**src/rtl/i2c_reg_target.sv**
```systemverilog
// I2C target with an internal 8-bit register bank.
// SCL and SDA are oversampled on clk; the bus protocol is decoded entirely in the clk domain.
// A write transfer sets the register pointer and then writes data bytes. The pointer
// auto-increments and wraps. A read transfer returns bytes starting at the current pointer.
module i2c_reg_target #(
  parameter logic [6:0] DEV_ADDR    = 7'h42,
  parameter int         NUM_REGS    = 16,
  parameter int         SYNC_STAGES = 2,
  parameter int         PTR_W       = $clog2(NUM_REGS)
) (
  input  logic             clk,
  input  logic             nRst,
  input  logic             scl_i,
  input  logic             sda_i,
  output logic             sda_oe,
  input  logic [PTR_W-1:0] app_raddr,
  output logic [7:0]       app_rdata,
  output logic             wr_stb,
  output logic [PTR_W-1:0] wr_addr,
  output logic [7:0]       wr_data,
  output logic             busy
);

  typedef enum logic [3:0] {
    IDLE, ADDR, ADDR_ACK, PTR, PTR_ACK, WDATA, WDATA_ACK, RDATA, RDATA_ACK, WAIT
  } state_t;

  logic [SYNC_STAGES-1:0] scl_sync, sda_sync;
  logic                   scl_s, sda_s, scl_prev, sda_prev;
  logic                   scl_rise, scl_fall, start_det, stop_det;

  state_t           state_q, state_d;
  logic [3:0]       bit_cnt_q, bit_cnt_d;
  logic [7:0]       shift_q, shift_d;
  logic [PTR_W-1:0] ptr_q, ptr_d, ptr_inc;
  logic             rw_q, rw_d;
  logic             sda_oe_d, busy_d;
  logic             bank_we;
  logic [7:0]       wr_byte, rd_byte;
  logic [7:0]       bank [NUM_REGS];

  // Synchronise the pads and keep the previous synced level for edge detection.
  // The flops reset to the idle-bus level, so leaving reset never looks like a START.
  always_ff @(posedge clk or negedge nRst) begin
    if (!nRst) begin
      scl_sync <= '1;
      sda_sync <= '1;
      scl_prev <= 1'b1;
      sda_prev <= 1'b1;
    end else begin
      // NOTE: clocked state uses non-blocking assignments, so every flop in this block samples the pre-edge values together.
      scl_sync <= {scl_sync[SYNC_STAGES-2:0], scl_i};
      sda_sync <= {sda_sync[SYNC_STAGES-2:0], sda_i};
      scl_prev <= scl_s;
      sda_prev <= sda_s;
    end
  end

  assign scl_s     = scl_sync[SYNC_STAGES-1];
  assign sda_s     = sda_sync[SYNC_STAGES-1];
  assign scl_rise  = scl_s & ~scl_prev;
  assign scl_fall  = ~scl_s & scl_prev;
  assign start_det = scl_s & sda_prev & ~sda_s;
  assign stop_det  = scl_s & ~sda_prev & sda_s;

  assign ptr_inc   = (ptr_q == PTR_W'(NUM_REGS - 1)) ? '0 : ptr_q + 1'b1;
  assign rd_byte   = bank[ptr_q];
  assign app_rdata = bank[app_raddr];

  // Protocol state register and its shift/count/pointer datapath.
  always_ff @(posedge clk or negedge nRst) begin
    if (!nRst) begin
      state_q   <= IDLE;
      bit_cnt_q <= '0;
      shift_q   <= '0;
      ptr_q     <= '0;
      rw_q      <= 1'b0;
      sda_oe    <= 1'b0;
      busy      <= 1'b0;
    end else begin
      state_q   <= state_d;
      bit_cnt_q <= bit_cnt_d;
      shift_q   <= shift_d;
      ptr_q     <= ptr_d;
      rw_q      <= rw_d;
      sda_oe    <= sda_oe_d;
      busy      <= busy_d;
    end
  end

  // Next-state decode. Bits are sampled on SCL rise. sda_oe only moves on SCL fall.
  always_comb begin
    // NOTE: every signal gets a default before the case, so no path can leave one unassigned and infer a latch.
    state_d   = state_q;
    bit_cnt_d = bit_cnt_q;
    shift_d   = shift_q;
    ptr_d     = ptr_q;
    rw_d      = rw_q;
    sda_oe_d  = sda_oe;
    busy_d    = busy;
    bank_we   = 1'b0;
    wr_byte   = {shift_q[6:0], sda_s};

    if (stop_det) begin
      state_d  = IDLE;
      sda_oe_d = 1'b0;
      busy_d   = 1'b0;
    end else if (start_det) begin
      // busy is held until the new address byte decides it.
      state_d   = ADDR;
      bit_cnt_d = '0;
    end else begin
      unique case (state_q)
        IDLE: ;
        ADDR, PTR: begin
          if (scl_rise) begin
            shift_d   = wr_byte;
            bit_cnt_d = bit_cnt_q + 4'd1;
          end else if (scl_fall && bit_cnt_q == 4'd8) begin
            if (state_q == ADDR) begin
              if (shift_q[7:1] == DEV_ADDR) begin
                sda_oe_d = 1'b1;
                busy_d   = 1'b1;
                rw_d     = shift_q[0];
                state_d  = ADDR_ACK;
              end else begin
                busy_d  = 1'b0;
                state_d = WAIT;
              end
            end else if ({1'b0, shift_q} < 9'(NUM_REGS)) begin
              ptr_d    = shift_q[PTR_W-1:0];
              sda_oe_d = 1'b1;
              state_d  = PTR_ACK;
            end else begin
              state_d = WAIT;
            end
          end
        end
        ADDR_ACK: begin
          if (scl_fall) begin
            bit_cnt_d = '0;
            if (rw_q) begin
              shift_d  = rd_byte;
              sda_oe_d = ~rd_byte[7];
              state_d  = RDATA;
            end else begin
              sda_oe_d = 1'b0;
              state_d  = PTR;
            end
          end
        end
        PTR_ACK, WDATA_ACK: begin
          if (scl_fall) begin
            sda_oe_d  = 1'b0;
            bit_cnt_d = '0;
            state_d   = WDATA;
          end
        end
        WDATA: begin
          if (scl_rise) begin
            shift_d   = wr_byte;
            bit_cnt_d = bit_cnt_q + 4'd1;
            if (bit_cnt_q == 4'd7) begin
              bank_we = 1'b1;
              ptr_d   = ptr_inc;
            end
          end else if (scl_fall && bit_cnt_q == 4'd8) begin
            sda_oe_d = 1'b1;
            state_d  = WDATA_ACK;
          end
        end
        RDATA: begin
          if (scl_rise) begin
            bit_cnt_d = bit_cnt_q + 4'd1;
          end else if (scl_fall) begin
            if (bit_cnt_q == 4'd8) begin
              sda_oe_d = 1'b0;
              state_d  = RDATA_ACK;
            end else begin
              shift_d  = {shift_q[6:0], 1'b0};
              sda_oe_d = ~shift_q[6];
            end
          end
        end
        RDATA_ACK: begin
          // The pointer advances past the byte just read whether or not the host acknowledged it.
          if (scl_rise) begin
            ptr_d = ptr_inc;
            if (sda_s) state_d = WAIT;
          end else if (scl_fall) begin
            shift_d   = rd_byte;
            sda_oe_d  = ~rd_byte[7];
            bit_cnt_d = '0;
            state_d   = RDATA;
          end
        end
        WAIT: sda_oe_d = 1'b0;
        default: state_d = IDLE;
      endcase
    end
  end

  // Register bank write port and the registered write strobe seen by the application.
  always_ff @(posedge clk or negedge nRst) begin
    if (!nRst) begin
      // NOTE: the bank is built from resettable flops rather than RAM, because every register must read 0x00 after reset.
      for (int i = 0; i < NUM_REGS; i++) bank[i] <= '0;
      wr_stb  <= 1'b0;
      wr_addr <= '0;
      wr_data <= '0;
    end else begin
      wr_stb <= bank_we;
      if (bank_we) begin
        bank[ptr_q] <= wr_byte;
        wr_addr     <= ptr_q;
        wr_data     <= wr_byte;
      end
    end
  end

endmodule

```
**config.mk**
```make
export PLATFORM = sky130hd
export DESIGN_NAME = i2c_reg_target
export DESIGN_NICKNAME = d
export VERILOG_FILES = /design/src/rtl/i2c_reg_target.sv
export SDC_FILE = /design/constraint.sdc
export NUM_CORES = 1
export LEC_CHECK = 0
export BUFFER_PORTS_ARGS = -buffer_cell sky130_fd_sc_hd__buf_2
export CAP_MARGIN = 25
export CORE_MARGIN = 1
export CORE_UTILIZATION = 55
export DETAILED_ROUTE_END_ITERATION = 8
export PLACE_DENSITY = 0.8
export SLEW_MARGIN = 25
export SYNTH_ARGS = -nofsm -noshare
export SYNTH_HDL_FRONTEND = slang
export SYNTH_SLANG_ARGS = --single-unit
export TNS_END_PERCENT = 5
```
**constraint.sdc**
```tcl
create_clock -name clk -period 4.4 [get_ports clk]
set_input_delay 0.44 -clock clk [delete_from_list [all_inputs] [get_ports clk]]
set_output_delay 0.44 -clock clk [all_outputs]
set_load 0.05 [all_outputs]
```
==> flow_summary_export.csv, run 1 <==
group,metric,value,unit
timing,fin_tns_setup,0,ps
timing,slew_headroom,0.360,
synth,synth_seq_cells,170,
cts,cts.path.max_buffers,2,
critical_path,cp_max_fo,22,
synth,synthCells,680,
grt,track_usage,0.290,
layout,final_net_count,696,
floorplan,die_x,133,µm
floorplan,dieArea,17700,µm²
synth,syn_area,9420,µm²
power,power.share.sequential,0.471,
timing,rsz0062_at_grt,"no",
critical_path,crit_arrival,3880,ps
synth,synthArstFlopShare,1.00,
timing,tightest_slew,961,ps
power,power.leakage,0.00482,µW
synth,yosysSeqAreaShare,0.452,
drt,wl_per_cell,26.0,µm
hold_path,hold_class,"primary input to async pin",
timing,setup_viol,0,
timing,min_period_over_period,0.811,
layout,area_growth,8.76,%
drt,viasPerCell,6.92,
layout,fillers,1184,
timing,finalMaxSlewViolations,0,
run,maxCapViolCount,0,
power,switching_share,0.315,
floorplan,num_io_pins,31,
drt,routed_wl,23700,µm
critical_path,crit_type,"flop to flop",
placement,dp_hpwl,15000,µm
floorplan,start_util,0.566,
synth,avgSynthCellArea,13.9,µm²
critical_path,cp.required,4710,ps
critical_path,worstPathCellList,"nand2b_1, nor3_1, and3_1, nand3_1, mux2_2",
floorplan,core_area,16600,µm²
grt,grt_max_degree,120,
critical_path,critPathCaptureType,"flop",
power,p_int,2670,µW
grt,overflow,0,
timing,fin_skew,12.1,ps
power,switching_power,1230,µW
synth,synth_area_leader_cell,"dfrtp_1",
grt,grt_pass1_vias,6404,
grt,antenna_found_initial,0,
placement,gp_congestion,0.865,
floorplan,fp-row-count,47,
timing,fmax,0.280,GHz
grt,grt_pass1_wl,38100,µm
synth,synthFlopType,"dfrtp_1",
cts,clkTransAtPathRegs,60,ps
critical_path,r2r_slack,830,ps
placement,dp_cells,881,
cts,cts-root-buf,"clkbuf_16",
critical_path,slowest_delay,770,ps
drt,ant_nets,0,
cts,clkLatencyLatePin,440,ps
placement,port_buffers,30,
timing,finalHoldViolCount,0,
cts,cts_tree,"built",
synth,yosys_warnings,0,
power,power_frac_clock,0.397,
critical_path,crit_slowest_cell,"dfrtp_1",
power,power_frac_comb,0.133,
drt,drtIter0Drc,622,
run_status,status,"finished, final reports clean",
drt,drt-pass1-iter-count,5,
synth,synth_edf_count,0,
synth,synth_area_leaders,"dfrtp_1 44%, mux2_2 15%, mux4_2 14%",
cts,cts_resized,0,
cts,cts.htree.levels,4,
drt,drc,0,
layout,diodes,0,
floorplan,die_h,133,µm
cts,numCtsBuffers,17,
layout,fin_cells,913,
timing,timing.hold.ws,53.8,ps
cts,cts_hold_buf,0,
synth,syn_nets,696,
critical_path,start_kind,"flop",
power,powerDensity,380,nW/µm²
drt,vias,6318,
cts,cts.sinks,170,
cts,post_cts_buffers,0,
synth,netlist.area_leader.share,0.436,
layout,drive_above_1_share,0.421,
synth,ys_types,68,
timing,post-route-min-period,3570,ps
power,peakVddDrop,0.000349,V
[flip-flops by register name, indices dropped and copies added (netlist names)]
| register | count |
|---|---|
| sda_prev | 1 |
| scl_sync | 2 |
| ptr_q | 4 |
| wr_data | 8 |
| busy | 1 |
| sda_oe | 1 |
| wr_addr | 4 |
| shift_q | 8 |
| scl_prev | 1 |
| rw_q | 1 |
| bit_cnt_q | 4 |
| wr_stb | 1 |
| state_q | 4 |
| bank | 128 |
| sda_sync | 2 |
[power by group through the flow]
stage / logic (µW) / registers, µW / clock network, µW
after global placement: 500 / 1850 / 0
after global routing: 551 / 1850 / 1610
after detailed placement: 514 / 1850 / 0
after CTS: 517 / 1830 / 1550
final: 517 / 1830 / 1540
after floorplan: 547 / 1670 / 0
[cell usage after synthesis (2+ instances only)]
cell,n
a2111oi_0,2
a21o_1,2
a21oi_1,8
a22oi_1,2
and2_1,2
and3_1,3
and3b_1,2
and4_1,2
buf_1,6
buf_12,2
buf_2,15
clkbuf_1,31
dfrtp_1,164
dfstp_2,6
ha_1,8
inv_1,9
mux2_1,8
mux2_2,128
mux2_4,6
mux2i_1,10
mux4_1,17
mux4_2,60
nand2_1,65
nand2_2,7
nand2b_1,8
nand3_1,15
nand3b_1,4
nand4_2,2
nor2_1,10
nor2b_1,8
nor3_1,5
nor3b_2,2
nor4b_1,4
o2111ai_1,2
o21ai_0,16
o221ai_1,2
o31ai_1,3
o41ai_1,2
or2_2,2
xnor2_1,2
[layer usage]
metal	up-vias	wire, µm	GRT usage
li1	2596	-	-
met1	3389	9750	0.392
met2	279	11500	0.454
met3	54	1710	0.0598
met4	0	775	0.130
met5	-	0	0
[stage by stage]
step / total power (µW) / worst slack, ps / instance area (µm²) / utilization
floorplan: 2210 / 1850 / 9420 / -
global placement: 2350 / 1080 / 9630 / 0.579
detailed placement: 2370 / 970 / 9630 / 0.579
CTS: 3890 / 939 / 10200 / 0.615
global route: 4010 / 606 / 10200 / 0.616
finish: 3890 / 831 / 10200 / 0.616
[area by class of cell]
class	count	area, µm²	area share
well taps	220	275	0.0269
flip-flops and latches	170	4270	0.416
clock inverters	14	166	0.0162
repair buffers	37	213	0.0208
clock buffers	18	439	0.0429
inverters	9	33.8	0.00330
multi-input cells	445	4850	0.474
[final timing paths]
check,end,cells after the start,start
max,bank[86]$_DFFE_PN0P_,5,state_q[0]$_DFFE_PN0P_
min,state_q[1]$_DFFE_PN0P_,1,nRst
max reg2reg,bank[86]$_DFFE_PN0P_,5,state_q[0]$_DFFE_PN0P_
min reg2reg,sda_sync[1]$_DFF_PN1_,0,sda_sync[0]$_DFF_PN1_
max in group asynchronous,ptr_q[1]$_DFFE_PN0P_,2,nRst
min in group clk,scl_sync[0]$_DFF_PN1_,1,scl_i
[kinds of logic after synthesis]
family / after synthesis / share of synthesized area
compound gates: 56 / 0.0433
xor+xnor: 3 / 0.00279
fa+ha+maj: 8 / 0.0106
flops: 170 / 0.452
mux: 229 / 0.374
simple gates: 149 / 0.0849
buf+inv: 65 / 0.0325
[critical path: cells and delay by family, from the launching register on]
| kind | cells | cell delay, ps |
|---|---|---|
| and+or+nand+nor | 4 | 2170 |
| DFF | 1 | 770 |
| muxes | 1 | 510 |
[placed cells by master, fill, tap and decap left out, drive strengths merged, types with 3 or more instances in the layout]
cell,instances
nor2b,8
inv,18
nor3,6
nor4b,4
and3,3
clkinv,4
a21oi,10
o31ai,3
nor2,10
mux2i,10
nand2b,8
clkbuf,18
nand2,72
dfrtp,164
buf,37
nor3b,4
mux2,142
dfstp,6
nand3,15
mux4,77
nand3b,4
o2111ai,3
o21ai,16
ha,8
(Power assumes the default switching activity.)
==> inputs of run 2 (changes only) <==
--- a/config.mk
+++ b/config.mk
@@ -10,7 +10,7 @@
 export CORE_MARGIN = 1
 export CORE_UTILIZATION = 55
 export DETAILED_ROUTE_END_ITERATION = 8
-export PLACE_DENSITY = 0.8
+export PLACE_DENSITY = 0.83
 export SLEW_MARGIN = 25
 export SYNTH_ARGS = -nofsm -noshare
 export SYNTH_HDL_FRONTEND = slang
==> constraint.sdc (replaced) <==
create_clock -name clk -period 2.86 [get_ports clk]
set_input_delay 0.286 -clock clk [delete_from_list [all_inputs] [get_ports clk]]
set_output_delay 0.286 -clock clk [all_outputs]
set_load 0.05 [all_outputs]
==> flow_summary_export.csv, run 2 (synthesized netlist as in run 1, its figures left out) <==
group,metric,value,unit
run_status,status,"finished, final reports clean",
critical_path,crit_type,"flop to flop",
power,power.leakage,0.00497,µW
critical_path,start_kind,"flop",
drt,vias,6327,
timing,min_period_over_period,0.870,
floorplan,die_h,133,µm
timing,setup_viol,0,
hold_path,hold_start,"sda_sync[0]$_DFF_PN1_",
timing,slew_headroom,0.497,
critical_path,timing.rr.start,"state_q[1]$_DFFE_PN0P_",
grt,grt_pass1_wl,38200,µm
timing,rsz0062_at_grt,"no",
layout,area_growth,11.6,%
layout,final_common_cell,"dfrtp_1",
timing,finalHoldViolCount,0,
drt,drt-pass1-iter-count,5,
grt,overflow,0,
cts,post_cts_buffers,0,
timing,fin_skew,13.3,ps
cts,cts.sinks,170,
timing,fin_tns_setup,0,ps
power,switching_power,1770,µW
timing,setup_slack,371,ps
power,switching_share,0.291,
floorplan,dieArea,17700,µm²
timing,finalMaxSlewViolations,0,
power,peakVddDrop,0.000487,V
placement,port_buffers,30,
cts,cts.path.max_buffers,2,
power,power_frac_comb,0.185,
layout,largest_reg_flops,128,
floorplan,fp-row-count,47,
cts,cts_resized,0,
layout,final_cell_mix,"163 x dfrtp_1, 128 x mux2_2, 65 x nand2_1",
cts,clkLatencyLatePin,440,ps
power,power.share.sequential,0.425,
floorplan,core_area,16600,µm²
timing,fmax,0.402,GHz
cts,cts_tree,"built",
drt,drtIter0Drc,521,
drt,wl_per_cell,25.8,µm
timing,tightest_slew,754,ps
timing,post-route-min-period,2490,ps
grt,grt_pass1_vias,6508,
cts,cts-root-buf,"clkbuf_16",
drt,ant_nets,0,
cts,cts.htree.levels,4,
layout,final_net_count,722,
cts,numCtsBuffers,17,
drt,viasPerCell,6.75,
layout,biggestRegsByFlops,"bank x128, shift_q x8, wr_data x8",
cts,clkTransAtPathRegs,60,ps
critical_path,crit_arrival,2800,ps
placement,gp_congestion,0.863,
drt,routed_wl,24200,µm
timing,timing.hold.ws,357,ps
placement,dp_hpwl,15800,µm
grt,antenna_found_initial,0,
layout,diodes,0,
grt,grt_max_degree,80,
floorplan,num_io_pins,31,
critical_path,critPathCaptureType,"flop",
layout,drive_above_1_share,0.432,
floorplan,die_x,133,µm
floorplan,start_util,0.566,
critical_path,cp.required,3170,ps
critical_path,cp_max_fo,8,
hold_path,hold_class,"flop to flop",
drt,drc,0,
layout,largest-register,"bank",
cts,cts_hold_buf,3,
placement,pre_cts_ws,397,ps
power,powerDensity,579,nW/µm²
power,power_frac_clock,0.390,
grt,track_usage,0.291,
power,p_int,4320,µW
run,maxCapViolCount,0,
critical_path,crit_start,"state_q[1]$_DFFE_PN0P_",
power,fin_total_pwr,6090,µW
[run 2: final cells by class]
cell class	count	area [µm²]
Fill cell	1180	6130
Multi-Input combinational cell	445	4850
Sequential cell	170	4260
Timing Repair Buffer	63	499
Clock buffer	20	447
Tap cell	220	275
Clock inverter	10	145
Inverter	9	33.8
[run 2: routing by layer]
metal	track usage	share of wire	up-vias
met4	0.0983	0.026	0
met3	0.0782	0.088	54
met5	0	0	-
li1	-	-	2629
met2	0.473	0.50	321
met1	0.381	0.39	3323
[run 2: critical path, stage by stage, from the launching register on]
cell	delay (ps)
dfrtp_1	470
nor3b_2	390
o2111ai_2	250
buf_4	240
nor3b_4	320
nand2_2	290
mux2_1	400
[run 2: path summary, 6_finish.rpt]
check | to | cells after the start | slack [ps]
max | bank[59]$_DFFE_PN0P_ | 6 | 370
min | sda_sync[1]$_DFF_PN1_ | 0 | 360
max reg2reg | bank[59]$_DFFE_PN0P_ | 6 | 370
min reg2reg | sda_sync[1]$_DFF_PN1_ | 0 | 360
max in group asynchronous | wr_data[5]$_DFFE_PN0P_ | 3 | 1600
min in group asynchronous | state_q[0]$_DFFE_PN0P_ | 2 | 480
[run 2: power groups by stage]
stage	clock network (µW)	registers (µW)	logic (µW)
2_1_floorplan	0	2560	841
3_3_place_gp	0	2620	1090
5_1_grt	2470	2600	1200
4_1_cts	2390	2580	1120
3_5_place_dp	0	2630	1120
6_report	2370	2590	1130
[run 2: stage by stage]
step	area, µm²	cells	util
after floorplan	9420	680	-
after global placement	9890	904	0.595
after detailed placement	9890	904	0.595
after CTS	10500	937	0.632
after global routing	10500	937	0.632
final	10500	937	0.632
==> inputs of run 3 (changes only) <==
--- a/config.mk
+++ b/config.mk
@@ -7,6 +7,7 @@
 export LEC_CHECK = 0
 export BUFFER_PORTS_ARGS = -buffer_cell sky130_fd_sc_hd__buf_2
 export CAP_MARGIN = 25
+export CORE_ASPECT_RATIO = 0.7
 export CORE_MARGIN = 1
 export CORE_UTILIZATION = 55
 export DETAILED_ROUTE_END_ITERATION = 8
==> flow_summary_export.csv, run 3 (synthesized netlist as in run 1, its figures left out) <==
group,metric,value,unit
critical_path,reg2reg_depth,6,
timing,fin_skew,5.38,ps
drt,drtIter0Drc,722,
hold_path,whs_path_depth,0,
grt,overflow,0,
critical_path,start_kind,"flop",
cts,post_cts_buffers,0,
layout,final_cell_mix,"163 x dfrtp_1, 128 x mux2_2, 65 x nand2_1",
floorplan,core_area,16500,µm²
grt,track_usage,0.303,
timing,fmax,0.383,GHz
timing,tightest_slew,868,ps
floorplan,start_util,0.570,
cts,numCtsBuffers,17,
drt,viasPerCell,6.79,
cts,cts.path.max_buffers,2,
timing,rsz0062_at_grt,"no",
floorplan,dieArea,17700,µm²
drt,drc,0,
timing,fin_tns_setup,0,ps
layout,final_common_cell,"dfrtp_1",
drt,vias,6434,
timing,slew_headroom,0.422,
power,powerDensity,569,nW/µm²
floorplan,num_io_pins,31,
placement,gp_congestion,0.928,
layout,final_net_count,727,
critical_path,cp.required,3180,ps
grt,grt_max_degree,89,
floorplan,die_h,112,µm
grt,grt_pass1_wl,39100,µm
drt,drt-pass1-iter-count,5,
timing,post-route-min-period,2610,ps
layout,area_growth,11.7,%
critical_path,cp_max_fo,8,
cts,clkLatencyLatePin,440,ps
cts,cts.sinks,170,
run_status,status,"finished, final reports clean",
floorplan,fp-row-count,39,
drt,ant_nets,0,
cts,cts-root-buf,"clkbuf_16",
layout,largest-register,"bank",
drt,wl_per_cell,25.9,µm
timing,finalHoldViolCount,0,
timing,min_period_over_period,0.914,
cts,clkTransAtPathRegs,60,ps
grt,grt_pass1_vias,6569,
drt,routed_wl,24500,µm
layout,diodes,0,
hold_path,hold_class,"flop to flop",
placement,dp_hpwl,16300,µm
critical_path,crit_type,"flop to flop",
floorplan,die_x,158,µm
layout,largest_reg_flops,128,
timing,finalMaxSlewViolations,0,
grt,antenna_found_initial,0,
cts,cts_tree,"built",
power,power.leakage,0.00498,µW
critical_path,crit_arrival,2930,ps
layout,drive_above_1_share,0.440,
placement,port_buffers,30,
timing,setup_viol,0,
critical_path,critPathCaptureType,"flop",
timing,timing.hold.ws,356,ps
cts,cts.htree.levels,4,
power,peakVddDrop,0.000426,V
run,maxCapViolCount,0,
layout,biggestRegsByFlops,"bank x128, shift_q x8, wr_data x8",
run 3: per-layer routing:
layer  part of all wire  vias to the layer above  GRT usage
li1                   -                     2656          -
met1               0.41                     3349      0.434
met2               0.45                      366      0.429
met3               0.11                       63      0.105
met4              0.027                        0      0.109
met5                  0                        -          0
run 3: worst paths after layout:
kind	end	start	slack (ps)
max reg2reg	bank[7]$_DFFE_PN0P_	bit_cnt_q[0]$_DFFE_PN0P_	250
max	bank[7]$_DFFE_PN0P_	bit_cnt_q[0]$_DFFE_PN0P_	250
max in group asynchronous	bank[18]$_DFFE_PN0P_	nRst	1600
min	scl_sync[1]$_DFF_PN1_	scl_sync[0]$_DFF_PN1_	360
min in group asynchronous	sda_oe$_DFFE_PN0P_	nRst	510
min reg2reg	scl_sync[1]$_DFF_PN1_	scl_sync[0]$_DFF_PN1_	360
run 3: timing repair:
item | 4_1_cts | 5_1_grt
resized for setup | 0 | 0
hold endpoints to repair | 82 | 0
hold buffers | 3 | 0
run 3: final cells by class:
cell class	instances	area, µm²
Tap cell	225	282
Clock inverter	12	118
Fill cell	1187	6020
Sequential cell	170	4260
Timing Repair Buffer	68	524
Multi-Input combinational cell	445	4850
Clock buffer	19	453
Inverter	9	33.8
run 3: metrics by stage:
stage,power [µW],std cells,setup WS (ps),area [µm²],utilization
6_report,5990,948,247,10500,0.636
5_1_grt,6200,948,111,10500,0.636
4_1_cts,6000,948,295,10500,0.636
3_5_place_dp,3750,914,373,9930,0.600
3_3_place_gp,3710,914,349,9930,0.600
2_1_floorplan,3400,680,556,9420,-
run 3: where the power goes:
part	switching (µW)	total (µW)	leakage [µW]	internal, µW
sequential	106	2570	0.00234	2470
clock	1010	2260	0.000274	1250
combinational	704	1160	0.00236	455
total	1820	5990	0.00498	4170
run 3: critical path, cell delays in order (launching register included):
cell and delay (ps):
dfrtp_1 420, ha_1 230, nand4b_1 160, nor3_1 260, and3_1 380, nand4_2 550, mux2_2 490
